<file path="src/rtl/zatvaranje_stepper.sv">
// Capping-head stepper controller: one lower / hold / return stroke per bottle
// sensed at the closing station, sequenced inside the conveyor stop window.
module zatvaranje_stepper #(
  parameter logic [31:0] step_delay      = 32'd200_000,
  parameter logic [31:0] debounce_cycles = 32'd500_000,
  parameter logic [31:0] settle_cycles   = 32'd12_500_000,
  parameter logic [15:0] cap_steps       = 16'd400,
  parameter logic [31:0] hold_cycles     = 32'd50_000_000
) (
  input  logic       clk,
  input  logic       rst,
  input  logic       ir_zatvaranje,
  output logic [3:0] motor_zatvaranje,
  output logic       busy,
  output logic       done
);

  typedef enum logic [2:0] {
    S_IDLE       = 3'd0,
    S_DEBOUNCE   = 3'd1,
    S_SETTLE     = 3'd2,
    S_DOWN       = 3'd3,
    S_HOLD       = 3'd4,
    S_UP         = 3'd5,
    S_WAIT_CLEAR = 3'd6
  } state_t;

  state_t      state_q;
  logic [31:0] cnt_q;
  logic [15:0] steps_q;
  logic [1:0]  phase_q;
  logic [3:0]  motor_q;
  logic        busy_q;
  logic        done_q;

  logic [31:0] cnt_d;
  logic [15:0] steps_d;
  logic [1:0]  phase_inc_d;
  logic [1:0]  phase_dec_d;

  function automatic logic [3:0] phase_pattern(input logic [1:0] p);
    logic [3:0] pat;
    case (p)
      2'd0:    pat = 4'b1100;
      2'd1:    pat = 4'b0110;
      2'd2:    pat = 4'b0011;
      2'd3:    pat = 4'b1001;
      default: pat = 4'b0000;
    endcase
    return pat;
  endfunction

  assign cnt_d       = cnt_q + 32'd1;
  assign steps_d     = steps_q + 16'd1;
  assign phase_inc_d = phase_q + 2'd1;
  assign phase_dec_d = phase_q - 2'd1;

  // Sequencer; phase_q is only cleared by rst so the head returns to its starting phase.
  always_ff @(posedge clk) begin
    if (rst) begin
      state_q <= S_IDLE;
      cnt_q   <= 32'd0;
      steps_q <= 16'd0;
      phase_q <= 2'd0;
      motor_q <= 4'b0000;
      busy_q  <= 1'b0;
      done_q  <= 1'b0;
    end else begin
      done_q <= 1'b0;
      case (state_q)
        S_IDLE: begin
          motor_q <= 4'b0000;
          cnt_q   <= 32'd0;
          steps_q <= 16'd0;
          if (!ir_zatvaranje) begin
            state_q <= S_DEBOUNCE;
            busy_q  <= 1'b1;
          end else begin
            busy_q  <= 1'b0;
          end
        end
        S_DEBOUNCE: begin
          if (ir_zatvaranje) begin
            state_q <= S_IDLE;
            busy_q  <= 1'b0;
            cnt_q   <= 32'd0;
          end else if (cnt_q >= debounce_cycles) begin
            state_q <= S_SETTLE;
            cnt_q   <= 32'd0;
          end else begin
            cnt_q   <= cnt_d;
          end
        end
        S_SETTLE: begin
          motor_q <= 4'b0000;
          if (cnt_q >= settle_cycles) begin
            state_q <= S_DOWN;
            cnt_q   <= 32'd0;
          end else begin
            cnt_q   <= cnt_d;
          end
        end
        S_DOWN: begin
          if (cnt_q >= step_delay) begin
            cnt_q   <= 32'd0;
            phase_q <= phase_inc_d;
            motor_q <= phase_pattern(phase_inc_d);
            if (steps_d == cap_steps) begin
              steps_q <= 16'd0;
              state_q <= S_HOLD;
            end else begin
              steps_q <= steps_d;
            end
          end else begin
            cnt_q   <= cnt_d;
          end
        end
        S_HOLD: begin
          if (cnt_q >= hold_cycles) begin
            state_q <= S_UP;
            cnt_q   <= 32'd0;
          end else begin
            cnt_q   <= cnt_d;
          end
        end
        S_UP: begin
          if (cnt_q >= step_delay) begin
            cnt_q   <= 32'd0;
            phase_q <= phase_dec_d;
            motor_q <= phase_pattern(phase_dec_d);
            if (steps_d == cap_steps) begin
              steps_q <= 16'd0;
              state_q <= S_WAIT_CLEAR;
              done_q  <= 1'b1;
            end else begin
              steps_q <= steps_d;
            end
          end else begin
            cnt_q   <= cnt_d;
          end
        end
        S_WAIT_CLEAR: begin
          // Exit once the sensor has read "clear" on debounce_cycles consecutive samples.
          motor_q <= 4'b0000;
          if (ir_zatvaranje) begin
            if (cnt_d >= debounce_cycles) begin
              state_q <= S_IDLE;
              busy_q  <= 1'b0;
              cnt_q   <= 32'd0;
            end else begin
              cnt_q   <= cnt_d;
            end
          end else begin
            cnt_q   <= 32'd0;
          end
        end
        default: begin
          state_q <= S_IDLE;
          cnt_q   <= 32'd0;
          steps_q <= 16'd0;
          motor_q <= 4'b0000;
          busy_q  <= 1'b0;
        end
      endcase
    end
  end

  assign motor_zatvaranje = motor_q;
  assign busy             = busy_q;
  assign done             = done_q;

endmodule
</file>
<file path="config.mk">
export PLATFORM = sky130hd
export DESIGN_NAME = zatvaranje_stepper
export DESIGN_NICKNAME = d
export VERILOG_FILES = /design/src/rtl/zatvaranje_stepper.sv
export SDC_FILE = /design/constraint.sdc
export NUM_CORES = 1
export LEC_CHECK = 0
export ABC_AREA = 1
export CAP_MARGIN = 10
export CORE_ASPECT_RATIO = 1.2
export CORE_MARGIN = 4
export CORE_UTILIZATION = 50
export DETAILED_ROUTE_END_ITERATION = 12
export GPL_TIMING_DRIVEN = 0
export MAX_ROUTING_LAYER = met4
export PLACE_DENSITY = 0.69
export SETUP_SLACK_MARGIN = 0.2
export SLEW_MARGIN = 10
export SYNTH_ARGS = -nofsm -noshare
export SYNTH_HDL_FRONTEND = slang
export SYNTH_SLANG_ARGS = --single-unit
</file>
<file path="constraint.sdc">
create_clock -name clk -period 2.5 [get_ports clk]
set_input_delay 0.75 -clock clk [delete_from_list [all_inputs] [get_ports clk]]
set_output_delay 0.75 -clock clk [all_outputs]
set_load 0.02 [all_outputs]
</file>
==> flow_summary.toml <==
[sta]
period_minus_slack_ns = 2.286
drv_slew = 0
worst_clock_skew_ns = 0.009439
tightest_slew_ns = 0.5172
finalSetupViolations = 0
finalHoldViolCount = 0
fin_crit_sh_pct = 91.45
timing.hold.ws_ns = 0.4785
slew_headroom_pct = 65.52
max_freq_ghz = 0.4374
rsz0062_at_grt = "true"
setup_tns_ns = 0
fin_ws_ns = 0.2137

[global_routing]
antenna_found_initial = 0
grt_max_degree = 11
grt.overflow.total = 0
grt_use_total_pct = 23.66
grt_pass1_wl_microns = 17930
grt_pass1_vias = 3973

[place]
placed_cell_area_sq_um = 4232
gp_congestion = 0.9298
dp_hpwl_microns = 8108
io_buffers = 8
pre_cts_ws_ns = -0.1463

[final_layout]
layout_common_cells = "165 x nand2_1, 79 x inv_1, 76 x nor2_1"
post-route-util_pct = 64.34
fin_area_sq_um = 4987
nets = 698
area_delta_synth_final_pct = 24.14
antenna_cells = 0
layout_commonest_cell = "nand2_1"
fill_cells = 683
drive_gt1_share_pct = 23.45

[flow_run]
drv_cap = 0

[yosys]
synthCells = 642
synthSimpleGateAreaFrac_pct = 41.98
netlist-cell-type-count = 40
synth.avg_cell_area_sq_um = 6.258
yosys_most_used_dff = "dfxtp_1"
synth_compound_area_share_pct = 14.26
ys_seq_elements = 59
synth_edf_count = 0
synth_top_area_share_pct = 29.40
syn_area_sq_um = 4018
synthArstFlopShare_pct = 0
ys_seq_area_share_pct = 29.40
synthMuxAreaShare_pct = 0
synth_top_family_by_area = "simple AND/OR/NAND/NOR gates"
synthAdderAreaFrac_pct = 1.557
synth_xor_area_share_pct = 3.488
synth_area_leaders = "dfxtp_1 29%, nand2_1 17%, nor2_1 8.6%"
yosys_warnings = 0
yosys.area.top_type = "dfxtp_1"

[floorplan]
core_sq_um = 7751
num_rows = 35
dieArea_sq_um = 9540
die_w_microns = 89.83
die_h_microns = 106.2
start_util_pct = 51.83
ios = 9

[outcome]
outcome = "finished clean"

[clock_network]
clkSinkCount = 59
path_clk_slew_ns = 0.07
cts_tree = "yes"
insertion_delay_ns = 0.36
clockBufferDepth = 2
numCtsBuffers = 9
cts-root-buf = "clkbuf_8"
htree_levels = 3

[detailed_routing]
drc = 0
routed_via_density = 5.446
wl_per_cell_microns = 14.49
num_vias = 4286
firstDrtPassIters = 7
drt_iter0_drc = 366
ant_nets = 0
wirelength_microns = 11400

[critical_path]
crit_fanout = 5
cp_data_arrival_time_ns = 2.57
reg2reg_depth = 12
start_kind = "flop"
reg2reg_to = "cnt_q[6]"
reg2reg_setup_slack_ns = 0.21
crit_required_ns = 2.79
worstReg2RegStart = "cnt_q[1]"
cp-endpoint = "cnt_q[6]"
crit_start = "cnt_q[1]"
crit_type = "flop to flop"
end_kind = "flop"

[min_path]
hp-class = "flop to flop"

[power_and_ir_drop]
p_leak_nw = 1.947
power_density_nw_per_um2 = 572.8
ir_worst_vdd_mv = 0.5550
report_power, final:
group	internal, mW	switching (mW)	leakage [nW]
clock	0.482	0.411	0.0991
combinational	0.291	0.546	1.35
sequential	1.03	0.0942	0.495
per-layer routing:
| layer | vias up | part of all wire, % | GRT usage (%) |
|---|---|---|---|
| met2 | 130 | 51 | 42.47 |
| met3 | 35 | 4.2 | 4.034 |
| li1 | 2150 | - | - |
| met4 | 0 | 3.6 | 11.61 |
| met5 | - | 0 | - |
| met1 | 1971 | 41 | 25.29 |
sequential cells by signal (all words and copies together), names as in the netlist:
register / flops
busy: 1
cnt_q: 32
done: 1
motor_zatvaranje: 4
phase_q: 2
state_q: 3
steps_q: 16
cells by family (layout without fill, tap and decap cells):
family,count (synthesis),count (layout)
AND/OR/NAND/NOR,383,384
buffers and inverters,92,139
AO/OA/AOI/OAI,86,86
flip-flops,59,59
XOR/XNOR,16,16
adder cells (fa/ha/maj),5,5
other,1,6
layout make-up:
type                    count  area, sq um  area share (%)
inverters                  83        311.5           6.247
flip-flops and latches     59         1235           24.76
clock inverters             5        52.55           1.054
multi-input cells         497         2748           55.09
clock buffers              11        141.4           2.835
plain buffers               9        80.08           1.606
well taps                  92        115.1           2.308
repair buffers             31        304.0           6.096
synth_stat cells (all sizes together) (5+ instances only):
library cell	count
nand2	187
nor3	10
a21boi	11
a21oi	41
ha	5
nand3	59
xor2	13
inv	82
nor2	109
o21ai	22
dfxtp	59
buf	6
nand4	12
timing repair:
| item | CTS | global route |
|---|---|---|
| endpoints found under the setup margin | 28 | 45 |
| cloned | 0 | 3 |
| hold buffers | 0 | 0 |
| pin swaps | 1 | 26 |
| setup buffers | 2 | 19 |
| resized for setup | 9 | 97 |
per-stage QoR:
step                      total power [mW]  instances
after CTS                            2.829        765
after floorplan                      1.700        647
after global routing                 3.039        787
final                                2.857        787
after global placement               1.915        747
after detailed placement             1.932        747
worst max-delay path: stages, from the launching register on:
cell and delay (ns):
dfxtp_4 0.38, ha_4 0.17, nand3_4 0.09, nor2_4 0.15
nand2_4 0.09, nor2_4 0.15, buf_12 0.13, xor2_1 0.29
nand2_1 0.13, nand2_2 0.14, nand3_4 0.16, clkbuf_16 0.21
a21oi_2 0.11
how the worst min path moves through the flow:
stage	from	to	slack, ns	cells after the start
2_1_floorplan	cnt_q[0]	cnt_q[0]	0.44	1
3_3_place_gp	cnt_q[0]	cnt_q[0]	0.45	1
3_5_place_dp	cnt_q[0]	cnt_q[0]	0.46	1
4_1_cts	cnt_q[0]	cnt_q[0]	0.43	1
5_1_grt	phase_q[0]	phase_q[0]	0.51	1
6_report	phase_q[0]	phase_q[0]	0.48	1
Power figures use the tool's default switching activity.
==> patch (config.mk and constraints unchanged) <==
Set the parameter `step_delay` to 32'd100000 (it was 32'd200_000).
--- a/src/rtl/zatvaranje_stepper.sv
+++ b/src/rtl/zatvaranje_stepper.sv
@@ -3,3 +3,3 @@
 module zatvaranje_stepper #(
-  parameter logic [31:0] step_delay      = 32'd200_000,
+  parameter logic [31:0] step_delay      = 32'd100000,
   parameter logic [31:0] debounce_cycles = 32'd500_000,
Function: same outputs for any inputs over 10 cycles, from zero or initial values and one cycle with rst high; that may be too few to reach the edited logic, so the function may still have changed.
==> patch against the original RTL <==
Critical path depth is 4 higher. Sequential cell count stayed put. Sequential share of layout area is 1.4 points lower. Synthesized area is 6.8% higher. Hold slack better by 0.017 ns. Total power is 7.2% higher. Design area is 3.8% higher. Clock skew is 0.012 ns higher. Worst setup slack worse by 0.047 ns. Routed wire length is 2.3% higher. Non-clock buffer count is 3 lower. Largest cell class unchanged.
==> patch: results (changes against the original RTL) <==
- Status: complete, no violations
- Number of buffers added on ports: 7 (-1)
- Fin crit period: 2.33 ns (+0.0475 ns)
- Slew Viols, Final: 0 (unchanged)
- Pre-CTS setup slack: -0.0387 ns (+0.108 ns)
- Largest net degree at the start of global routing: 12 (+1)
- Worst reg2reg path depth: 16 (+4)
- Gates resized, CTS repair: 37 (+28)
- PwrDens: 592 mW/mm^2 (+3.3%)
- Reg2reg start: cnt_q[1]$_SDFF_PP0_
- Top post-synthesis cells by area: dfxtp_1 (28%), nand2_1 (18%), inv_1 (8.1%)
- Switching power as a share of total power: 37.5% (+0.73 points)
- Register area share after synthesis: 27.5% (-1.9 points)
- Gate count of the mapped netlist: 698 (+8.7%)
- Slew @ Worst Pin: 0.579 ns (+0.0616 ns)
- FF/Latch Area: 0.00121 sq mm (-2.0%)
- Vias in the first global route: 4318 (+8.7%)
- Asr flop ratio synth: 0% (unchanged)
- Reg with most FFs: cnt_q
- DRT Pass-1 Iters: 5 (-2)
- Netlist cell types: 35 (-13%)
- Lkg Pwr: 2.04 nW (+4.8%)
- Reg2reg setup slack: 0.17 ns (-0.05 ns)
- Post-Route M1 WL: 4790 um (+2.5%)
- Dpl cell area: 0.00452 sq mm (+6.9%)
- Grt met3 use: 4.52% (+0.48 points)
- Arrival time worst endpoint: 2.63 ns (+0.06 ns)
- Clock Skew: 0.0213 ns (+0.0119 ns)
- Peak VDD IR: 0.000320 V (-42%)
- WL met3: 472 um (-1.9%)
- CP max FO: 7 (+2)
- Clk pwr share: 32.5% (+1.2 points)
- First-pass GRT wire length: 19700 um (+9.8%)
- Met2 WL: 5930 um (+1.6%)
- Final Wtd Congestion: 0.936 (+0.61%)
- GRT Overall Usage: 25.0% (+1.4 points)
- Met1 usage: 26.7% (+1.4 points)
- Worst-path clk slew: 0.09 ns (+0.02 ns)
- Min Hold Slack: 0.495 ns (+0.0169 ns)
- Initial antenna violation count: 0 (unchanged)
- Seq power: 1.09 mW (-4%)
- Fill count: 822 (+20%)
- Share of layout cells above drive strength 1: 19.8% (-3.7 points)
- Detailed placement HPWL: 8600 um (+6.0%)
- Met2 Usage GRT: 44.8% (+2.3 points)
- WS Path Type: reg -> reg
- CP endpoint: cnt_q[17]$_SDFF_PP0_
- Cells after DPL: 824 (+10%)
- Busiest grt layer: met2
- Worst path max stage delay: 0.37 ns
- Fin nets: 752 (+7.7%)
- Routed WL per cell: 13.5 um (-6.6%)
- Setup repair bufs after CTS: 7 (+5)
- Final Non-Filler Cells: 862 (+9.5%)
- Post-synth top cells: nand2_1 (203), inv_1 (93), nor2_1 (89), nand3_1 (63), dfxtp_1 (59)
- DRT iter0 DRCs: 223 (-39%)
- Via count: 4523 (+5.5%)
patch: cell types whose count changed after synthesis, sizes merged, moves of 3 or more:
cell and change:
nor2 +18, a211oi -3, nand4 +9, a21boi -11, nand2 +32, a21oi -15
nor3 +10, inv +14, nand3 +7
patch: logic make-up (layout without fill, tap and decap cells):
logic type	Yosys count	in the layout	synth area share, %
AND/OR/NAND/NOR	462	462	51.7
buffers and inverters	104	149	9.77
flip-flops	59	59	27.5
AO/OA/AOI/OAI	53	53	6.47
XOR/XNOR	13	13	2.65
adder cells (fa/ha/maj)	6	6	1.75
other	1	6	0.0874
patch: final cells by class:
| cell class | instances | share of cell area (%) |
|---|---|---|
| repair buffers | 29 | 5.39 |
| clock inverters | 6 | 1.74 |
| multi-input cells | 540 | 55.8 |
| clock buffers | 10 | 2.47 |
| well taps | 114 | 2.76 |
| flip-flops and latches | 59 | 23.4 |
| inverters | 96 | 6.96 |
| plain buffers | 8 | 1.50 |
